**config.mk**
```make
export PLATFORM = sky130hd
export DESIGN_NAME = cdc_fifo_read_state
export DESIGN_NICKNAME = d
export VERILOG_FILES = /design/src/rtl/cdc_fifo_pkg.sv /design/src/rtl/cdc_sync_bus.sv /design/src/rtl/cdc_fifo_read_state.sv
export SDC_FILE = /design/constraint.sdc
export NUM_CORES = 1
export LEC_CHECK = 0
export ABC_AREA = 1
export CORE_ASPECT_RATIO = 0.8
export CORE_MARGIN = 2
export CORE_UTILIZATION = 40
export CTS_CLUSTER_DIAMETER = 40
export DETAILED_ROUTE_END_ITERATION = 8
export PLACE_DENSITY_LB_ADDON = 0.15
export SLEW_MARGIN = 25
export SYNTH_ARGS = -nofsm -noshare
export SYNTH_HDL_FRONTEND = slang
export SYNTH_HIERARCHICAL = 1
export SYNTH_SLANG_ARGS = --single-unit
```
**constraint.sdc**
```tcl
create_clock -name clock -period 5.8 [get_ports clock]
set_clock_uncertainty 0.05 [all_clocks]
set_input_delay 0.87 -clock clock [delete_from_list [all_inputs] [get_ports clock]]
set_output_delay 0.87 -clock clock [all_outputs]
set_load 0.1 [all_outputs]
```
**src/rtl/cdc_fifo_pkg.sv**
```systemverilog
// Shared definitions for the dual-clock gray-pointer FIFO: default widths
// and binary/gray conversion helpers used by both pointer domains.
package cdc_fifo_pkg;

    localparam int unsigned DEFAULT_ADDRESS_WIDTH = 4;
    localparam int unsigned DEFAULT_DATA_WIDTH    = 8;
    localparam int unsigned DEFAULT_SYNC_STAGES   = 2;

    // Binary to reflected gray code.
    function automatic logic [31:0] bin2gray(input logic [31:0] b);
        return b ^ (b >> 1);
    endfunction

    // Gray to binary: bit i is the XOR of all gray bits at or above i.
    function automatic logic [31:0] gray2bin(input logic [31:0] g);
        logic [31:0] b;
        b = '0;
        for (int unsigned i = 0; i < 32; i++) begin
            b[i] = ^(g >> i);
        end
        return b;
    endfunction

endpackage

```
**src/rtl/cdc_sync_bus.sv**
```systemverilog
// Plain multi-flop synchronizer for a gray-coded bus. No logic between
// stages; asynchronous reset clears every stage to zero.
module cdc_sync_bus #(
    parameter int unsigned WIDTH  = 4,
    parameter int unsigned STAGES = 2
) (
    input  logic             clock,
    input  logic             reset,
    input  logic [WIDTH-1:0] d,
    output logic [WIDTH-1:0] q
);

    logic [WIDTH-1:0] stage_q [STAGES];
    logic [WIDTH-1:0] stage_d [STAGES];

    // Each stage takes the previous one; stage 0 takes the async input.
    always_comb begin
        stage_d[0] = d;
        for (int unsigned i = 1; i < STAGES; i++) begin
            stage_d[i] = stage_q[i-1];
        end
    end

    // Synchronizer flop chain.
    always_ff @(posedge clock or posedge reset) begin
        if (reset) begin
            for (int unsigned i = 0; i < STAGES; i++) begin
                stage_q[i] <= '0;
            end
        end else begin
            for (int unsigned i = 0; i < STAGES; i++) begin
                stage_q[i] <= stage_d[i];
            end
        end
    end

    assign q = stage_q[STAGES-1];

endmodule

```
**src/rtl/cdc_fifo_read_state.sv**
```systemverilog
// Read-domain pointer/flag logic for the dual-clock gray-pointer FIFO.
// Synchronizes the writer's gray pointer, derives empty/occupancy, drives
// the RAM read address, returns a registered gray read pointer, and holds
// the head word in a first-word-fall-through output register.
module cdc_fifo_read_state
    import cdc_fifo_pkg::*;
#(
    parameter int unsigned ADDRESS_WIDTH = DEFAULT_ADDRESS_WIDTH,
    parameter int unsigned DATA_WIDTH    = DEFAULT_DATA_WIDTH,
    parameter int unsigned SYNC_STAGES   = DEFAULT_SYNC_STAGES
) (
    input  logic                     clock,
    input  logic                     reset,
    input  logic [ADDRESS_WIDTH-1:0] write_address_gray,
    input  logic [DATA_WIDTH-1:0]    mem_read_data,
    output logic [ADDRESS_WIDTH-1:0] read_address,
    output logic [ADDRESS_WIDTH-1:0] read_address_gray,
    output logic                     empty,
    output logic [ADDRESS_WIDTH-1:0] ram_count,
    output logic                     out_valid,
    input  logic                     out_ready,
    output logic [DATA_WIDTH-1:0]    out_data
);

    logic [ADDRESS_WIDTH-1:0] wsync_gray;
    logic [ADDRESS_WIDTH-1:0] wsync_bin;
    logic [ADDRESS_WIDTH-1:0] read_address_inc;
    logic                     load;

    logic [ADDRESS_WIDTH-1:0] read_address_q,      read_address_d;
    logic [ADDRESS_WIDTH-1:0] read_address_gray_q, read_address_gray_d;
    logic                     out_valid_q,         out_valid_d;
    logic [DATA_WIDTH-1:0]    out_data_q,          out_data_d;

    cdc_sync_bus #(
        .WIDTH  (ADDRESS_WIDTH),
        .STAGES (SYNC_STAGES)
    ) u_wptr_sync (
        .clock (clock),
        .reset (reset),
        .d     (write_address_gray),
        .q     (wsync_gray)
    );

    // Decode synchronized write pointer and derive flags from registers only.
    always_comb begin
        wsync_bin        = ADDRESS_WIDTH'(gray2bin(32'(wsync_gray)));
        empty            = (read_address_q == wsync_bin);
        ram_count        = wsync_bin - read_address_q;
        read_address_inc = read_address_q + 1'b1;
        load             = !empty && (!out_valid_q || out_ready);
    end

    // Next-state: load refills the output register (also covers consume+load
    // in one edge); a consume without refill only drops out_valid.
    always_comb begin
        read_address_d      = read_address_q;
        read_address_gray_d = read_address_gray_q;
        out_valid_d         = out_valid_q;
        out_data_d          = out_data_q;
        if (load) begin
            out_data_d          = mem_read_data;
            out_valid_d         = 1'b1;
            read_address_d      = read_address_inc;
            read_address_gray_d = ADDRESS_WIDTH'(bin2gray(32'(read_address_inc)));
        end else if (out_valid_q && out_ready) begin
            out_valid_d = 1'b0;
        end
    end

    // Read-side state registers.
    always_ff @(posedge clock or posedge reset) begin
        if (reset) begin
            read_address_q      <= '0;
            read_address_gray_q <= '0;
            out_valid_q         <= 1'b0;
            out_data_q          <= '0;
        end else begin
            read_address_q      <= read_address_d;
            read_address_gray_q <= read_address_gray_d;
            out_valid_q         <= out_valid_d;
            out_data_q          <= out_data_d;
        end
    end

    assign read_address      = read_address_q;
    assign read_address_gray = read_address_gray_q;
    assign out_valid         = out_valid_q;
    assign out_data          = out_data_q;

endmodule

```
# ---- Word-level counts from Yosys, hierarchy flattened
# Cells that the tools add are included.
dict set report totals {
  register_bits 25
  input_bits 15
  elab_cells 22
}
dict set report classes {
  add_sub_neg 2
  n_eq_ne 1
  mux 2
  bitwise_logic 1
  reduce_logical 10
}
# operator n
set op_table {}
lappend op_table {{$reduce_xor A32 Y1} 4}
lappend op_table {{$add A4 B1 Y4 const B} 1}
lappend op_table {{$eq A4 B4 Y1} 1}
lappend op_table {{$sub A4 B4 Y4} 1}
lappend op_table {{$xor A4 B3 Y4} 1}
lappend op_table {{$logic_and A1 B1 Y1} 2}
lappend op_table {{$logic_not A1 Y1} 2}
lappend op_table {{$mux W1} 2}
lappend op_table {{$reduce_bool A2 Y1} 1}
lappend op_table {{$logic_or A1 B1 Y1} 1}

# ---- Depth between registers and ports, before layout
dict set report depth {
  word_depth 5
  ltp_mapped 11
  mapped_depth_nobuf 10
}

# ---- Cells and area by module
# Netlist, hierarchy kept.
# mod n_inst cells_per_inst area_per_inst_um2 seq_area_each_um2
set by_module_without_submodules {}
lappend by_module_without_submodules {cdc_fifo_read_state 1 111 915.9 400.4}
lappend by_module_without_submodules {cdc_sync_bus 1 9 203.9 200.2}

# ---- Least setup slack after synthesis
# No wires, ideal clock.
dict set report synth_path {
  path_type {reg2out}
  from {reg read_address_q[1] (netlist: read_address[1])}
  to {out ram_count[3]}
  t_arrival_ns 3.187
  slack_ns 1.693
  path_stages_with_launch 6
  path_cell_list {dfrtp_1 -> inv_1 -> ha_1 -> nand2_1 -> o21ai_0 -> xor2_1}
}
dict set report synth_via {
  elab_chain_len 1
}
# item line
set synth_rtl {}
lappend synth_rtl {{from (decl)} cdc_fifo_read_state.sv:30} ;# logic [ADDRESS_WIDTH-1:0] read_address_q, read_address_d;
lappend synth_rtl {{from (signal assigned)} cdc_fifo_read_state.sv:79} ;# read_address_q <= read_address_d;
lappend synth_rtl {{$sub A4 B4 Y4} cdc_fifo_read_state.sv:49} ;# ram_count = wsync_bin - read_address_q;
lappend synth_rtl {{to (decl)} cdc_fifo_read_state.sv:19} ;# output logic [ADDRESS_WIDTH-1:0] ram_count,
# Every way passes these cells.

# ---- Worst setup path in the final report
dict set report layout_path {
  from {reg u_wptr_sync.stage_q, in the netlist u_wptr_sync/q[3]}
  to {out ram_count[3]}
}
dict set report layout_via {
  elab_chain_len 2
  elab_cells_between_ends 5
  classes_between {1 x add/sub; 4 x reduce/logical}
}
# item line
set layout_rtl {}
lappend layout_rtl {{from (decl)} cdc_sync_bus.sv:13} ;# logic [WIDTH-1:0] stage_q [STAGES];
lappend layout_rtl {{from (signal, indexed assignment)} cdc_sync_bus.sv:32} ;# stage_q[i] <= stage_d[i];
lappend layout_rtl {{$reduce_xor A32 Y1} cdc_fifo_pkg.sv:19} ;# b[i] = ^(g >> i);
lappend layout_rtl {{$sub A4 B4 Y4 (*)} cdc_fifo_read_state.sv:49}
# Every way passes the cells marked *; elsewhere a longest branch is shown, timed or not.

==> results by group <==
Status
  • Outcome: finished, final reports clean

Yosys
  • Net count after synthesis: 140
  • Area fraction of the dominant cell type after synthesis: 53.6%
  • Cell count after synthesis: 120
  • Summed instance area of the synthesized netlist: 1120 µm²
  • Synth warnings: 6
  • Synthesis-stage register bit count: 24
  • Top cells by area, synth: dfrtp_1 (54%), nand2_1 (15%), inv_1 (5.0%)
  • Top cell type by total area after synthesis: dfrtp_1
  • Part of the Yosys area used for sequential elements: 53.6%
  • Mapped Avg Cell Area: 9.33 µm²
  • Netlist cell types: 18

Finish
  • Number of nets at the end of the flow: 178
  • Area growth from synthesis to layout: 38.4%
  • Number of antenna diodes: 0
  • Sequential cell area: 601 µm²
  • Area used by multi-input combinational logic: 433 µm²
  • Count of filler cells inserted in the layout: 258
  • Ratio of cells with drive above 1 in the final layout: 5.73%

STA
  • Min Hold Slack: 0.315 ns
  • Final hold violation count: 0
  • Fmax: 246 MHz
  • Minimum clock period: 4.07 ns
  • Final-report max-slew violation count: 0
  • Max transition margin: 34.3%
  • Ratio of final minimum period to clock period: 70.2%
  • Total negative slack for setup checks: 0 ns
  • Setup repair after global routing missed its margin: no
  • Transition time at the pin with the least slew margin: 0.982 ns
  • Setup violation total in the final timing report: 0

Clocking
  • Number of post-CTS setup repair buffers: 0
  • Worst skew pair latency: 0.32 ns
  • TritonCTS clock tree: built
  • Number of clock buffers inserted by TritonCTS: 3
  • Clock transition at the register clock pins on the worst setup and hold paths after CTS: 0.13 ns
  • CTS hold repair buffers: 0
  • Clock Path Buffers: 2
  • Post-CTS resize count: 0
  • Number of H-tree levels: 1
  • Root Buffer Master: clkbuf_4
  • Number of clock sinks seen by CTS: 24

Floorplanning
  • Floorplan die area: 3240 µm²
  • Initial core utilization: 41.5%
  • Row count: 17
  • DIE HEIGHT: 51.3 µm
  • Core area: 2700 µm²
  • Die Span X: 63.2 µm
  • I/O Pins: 37

Worst setup path
  • Nature of the critical path startpoint: flip-flop
  • CP max stage cell: clkdlybuf4s50_1
  • Worst Setup Path Type: reg2out
  • Critical Path Sink Type: output pin
  • Required time of the critical path: 4.88 ns
  • Combined buffer and inverter count along the critical path: 2
  • Arrival time of the worst setup path: 3.15 ns
  • Stage delay of the slowest cell on the critical path: 1.14 ns
  • Library cell appearing most often on the critical path: xor2_1
  • CP cell instances: xnor2_1, xor2_1, inv_1, ha_1, nand2_1, o21ai_0, xor2_1, clkdlybuf4s50_1
  • Crit path max fanout: 3
  • Cell family with most CP delay: buffers and inverters

GRT
  • Pin count of the biggest net entering global routing: 20
  • Antenna violations before repair: 0
  • Global-route wire length before repair: 3540 µm
  • Number of global-route vias before repair: 832
  • GR Overflow Total: 0
  • Global-route total usage across every layer: 14.7%

Routing
  • Vias: 862
  • Post-detailed-route DRC marker count: 0
  • Routed WL: 2130 µm
  • Number of antenna-violating nets in the routed design: 0
  • Post-DR wirelength/cell: 10.9 µm
  • Number of iterations in the first detailed-routing pass: 4
  • Vias per Instance: 4.42
  • 1st-iter DRT viols: 54

Place
  • Detailed-placement wirelength estimate: 1620 µm
  • Routability-driven placement congestion ratio: 0.722
  • Count of input and output buffers: 36

Min path
  • Hold WC Path Type: reg2reg

Run
  • # Max-Cap Violations: 0
## path summary, 6_finish.rpt
check | startpoint | to | slack [ns] | cells past startpoint
setup / recovery | u_wptr_sync/q[3]$_DFF_PP0_ | ram_count[3] | 1.73 | 8
hold / removal | u_wptr_sync/stage_d[1]$_DFF_PP0_ | u_wptr_sync/q[1]$_DFF_PP0_ | 0.32 | 0
setup reg to reg | u_wptr_sync/q[3]$_DFF_PP0_ | read_address_gray[2]$_DFFE_PP0P_ | 3.67 | 9
hold reg to reg | u_wptr_sync/stage_d[1]$_DFF_PP0_ | u_wptr_sync/q[1]$_DFF_PP0_ | 0.32 | 0
max in group asynchronous | reset | out_data[5]$_DFFE_PP0P_ | 4.42 | 2
min in group asynchronous | reset | u_wptr_sync/stage_d[1]$_DFF_PP0_ | 0.75 | 2
## stage by stage
stage | setup WS, ns | std cells | instance area (µm²) | util, %
2_1_floorplan | 1.69 | 120 | 1120 | -
3_5_place_dp | 2.04 | 191 | 1500 | 55.4
5_1_grt | 1.56 | 195 | 1550 | 57.4
3_3_place_gp | 2.13 | 191 | 1500 | 55.4
6_report | 1.73 | 195 | 1550 | 57.4
4_1_cts | 1.67 | 195 | 1550 | 57.4
## cell families (layout without fill, tap and decap cells)
kind of cell    count (synthesis)  after routing  share of synthesized area [%]
simple gates                   57             57                           21.0
flops                          24             24                           53.6
buf+inv                        18             55                           7.71
xor+xnor                        9              9                           7.71
compound gates                  7              7                           3.69
fa+ha+maj                       5              5                           6.26
## routing by layer
| metal | GRT usage [%] | routed length (µm) |
|---|---|---|
| met1 | 16.3 | 906 |
| met4 | 7.78 | 35 |
| met5 | 0 | 0 |
| met2 | 25.7 | 1090 |
| met3 | 4.63 | 105 |
## synthesized netlist by cell type
cell / number
inv_1: 15
a21oi_1: 1
buf_4: 1
o21ai_0: 5
dfrtp_1: 24
nand2_4: 1
xnor2_1: 3
nand2_2: 2
xor2_1: 5
fa_1: 1
nand3_1: 3
a21boi_2: 1
buf_6: 2
nor2_1: 3
nand4_1: 2
xnor2_2: 1
nand2_1: 46
ha_1: 4
## state kept, by name, summed over array words and instances, names as in the netlist
name,cells
u_wptr_sync/q,4
read_address,3
out_data,8
u_wptr_sync/stage_d,4
out_valid,1
read_address_gray,4
## cell usage in the layout, fill, tap and decap left out
cell type,n
nor2_1,3
nand2_4,1
bufinv_16,1
nand3_1,3
dfrtp_1,24
clkbuf_4,3
xnor2_1,3
ha_1,4
a21boi_2,1
xor2_1,5
inv_1,15
o21ai_0,5
fa_1,1
nand2_2,2
a21oi_1,1
xnor2_2,1
nand2_1,46
clkdlybuf4s50_1,36
nand4_1,2
## cell type report
cell class	instances	area share [%]
Tap cell	38	3.07
Clock inverter	1	1.94
Sequential cell	24	38.7
Multi-Input combinational cell	78	27.9
Clock buffer	3	1.45
Timing Repair Buffer	36	23.2
Inverter	15	3.63
Power is left out: the tool's default activity adds up to more than one toggle a clock period on the data nets, which glitch-free logic cannot reach.
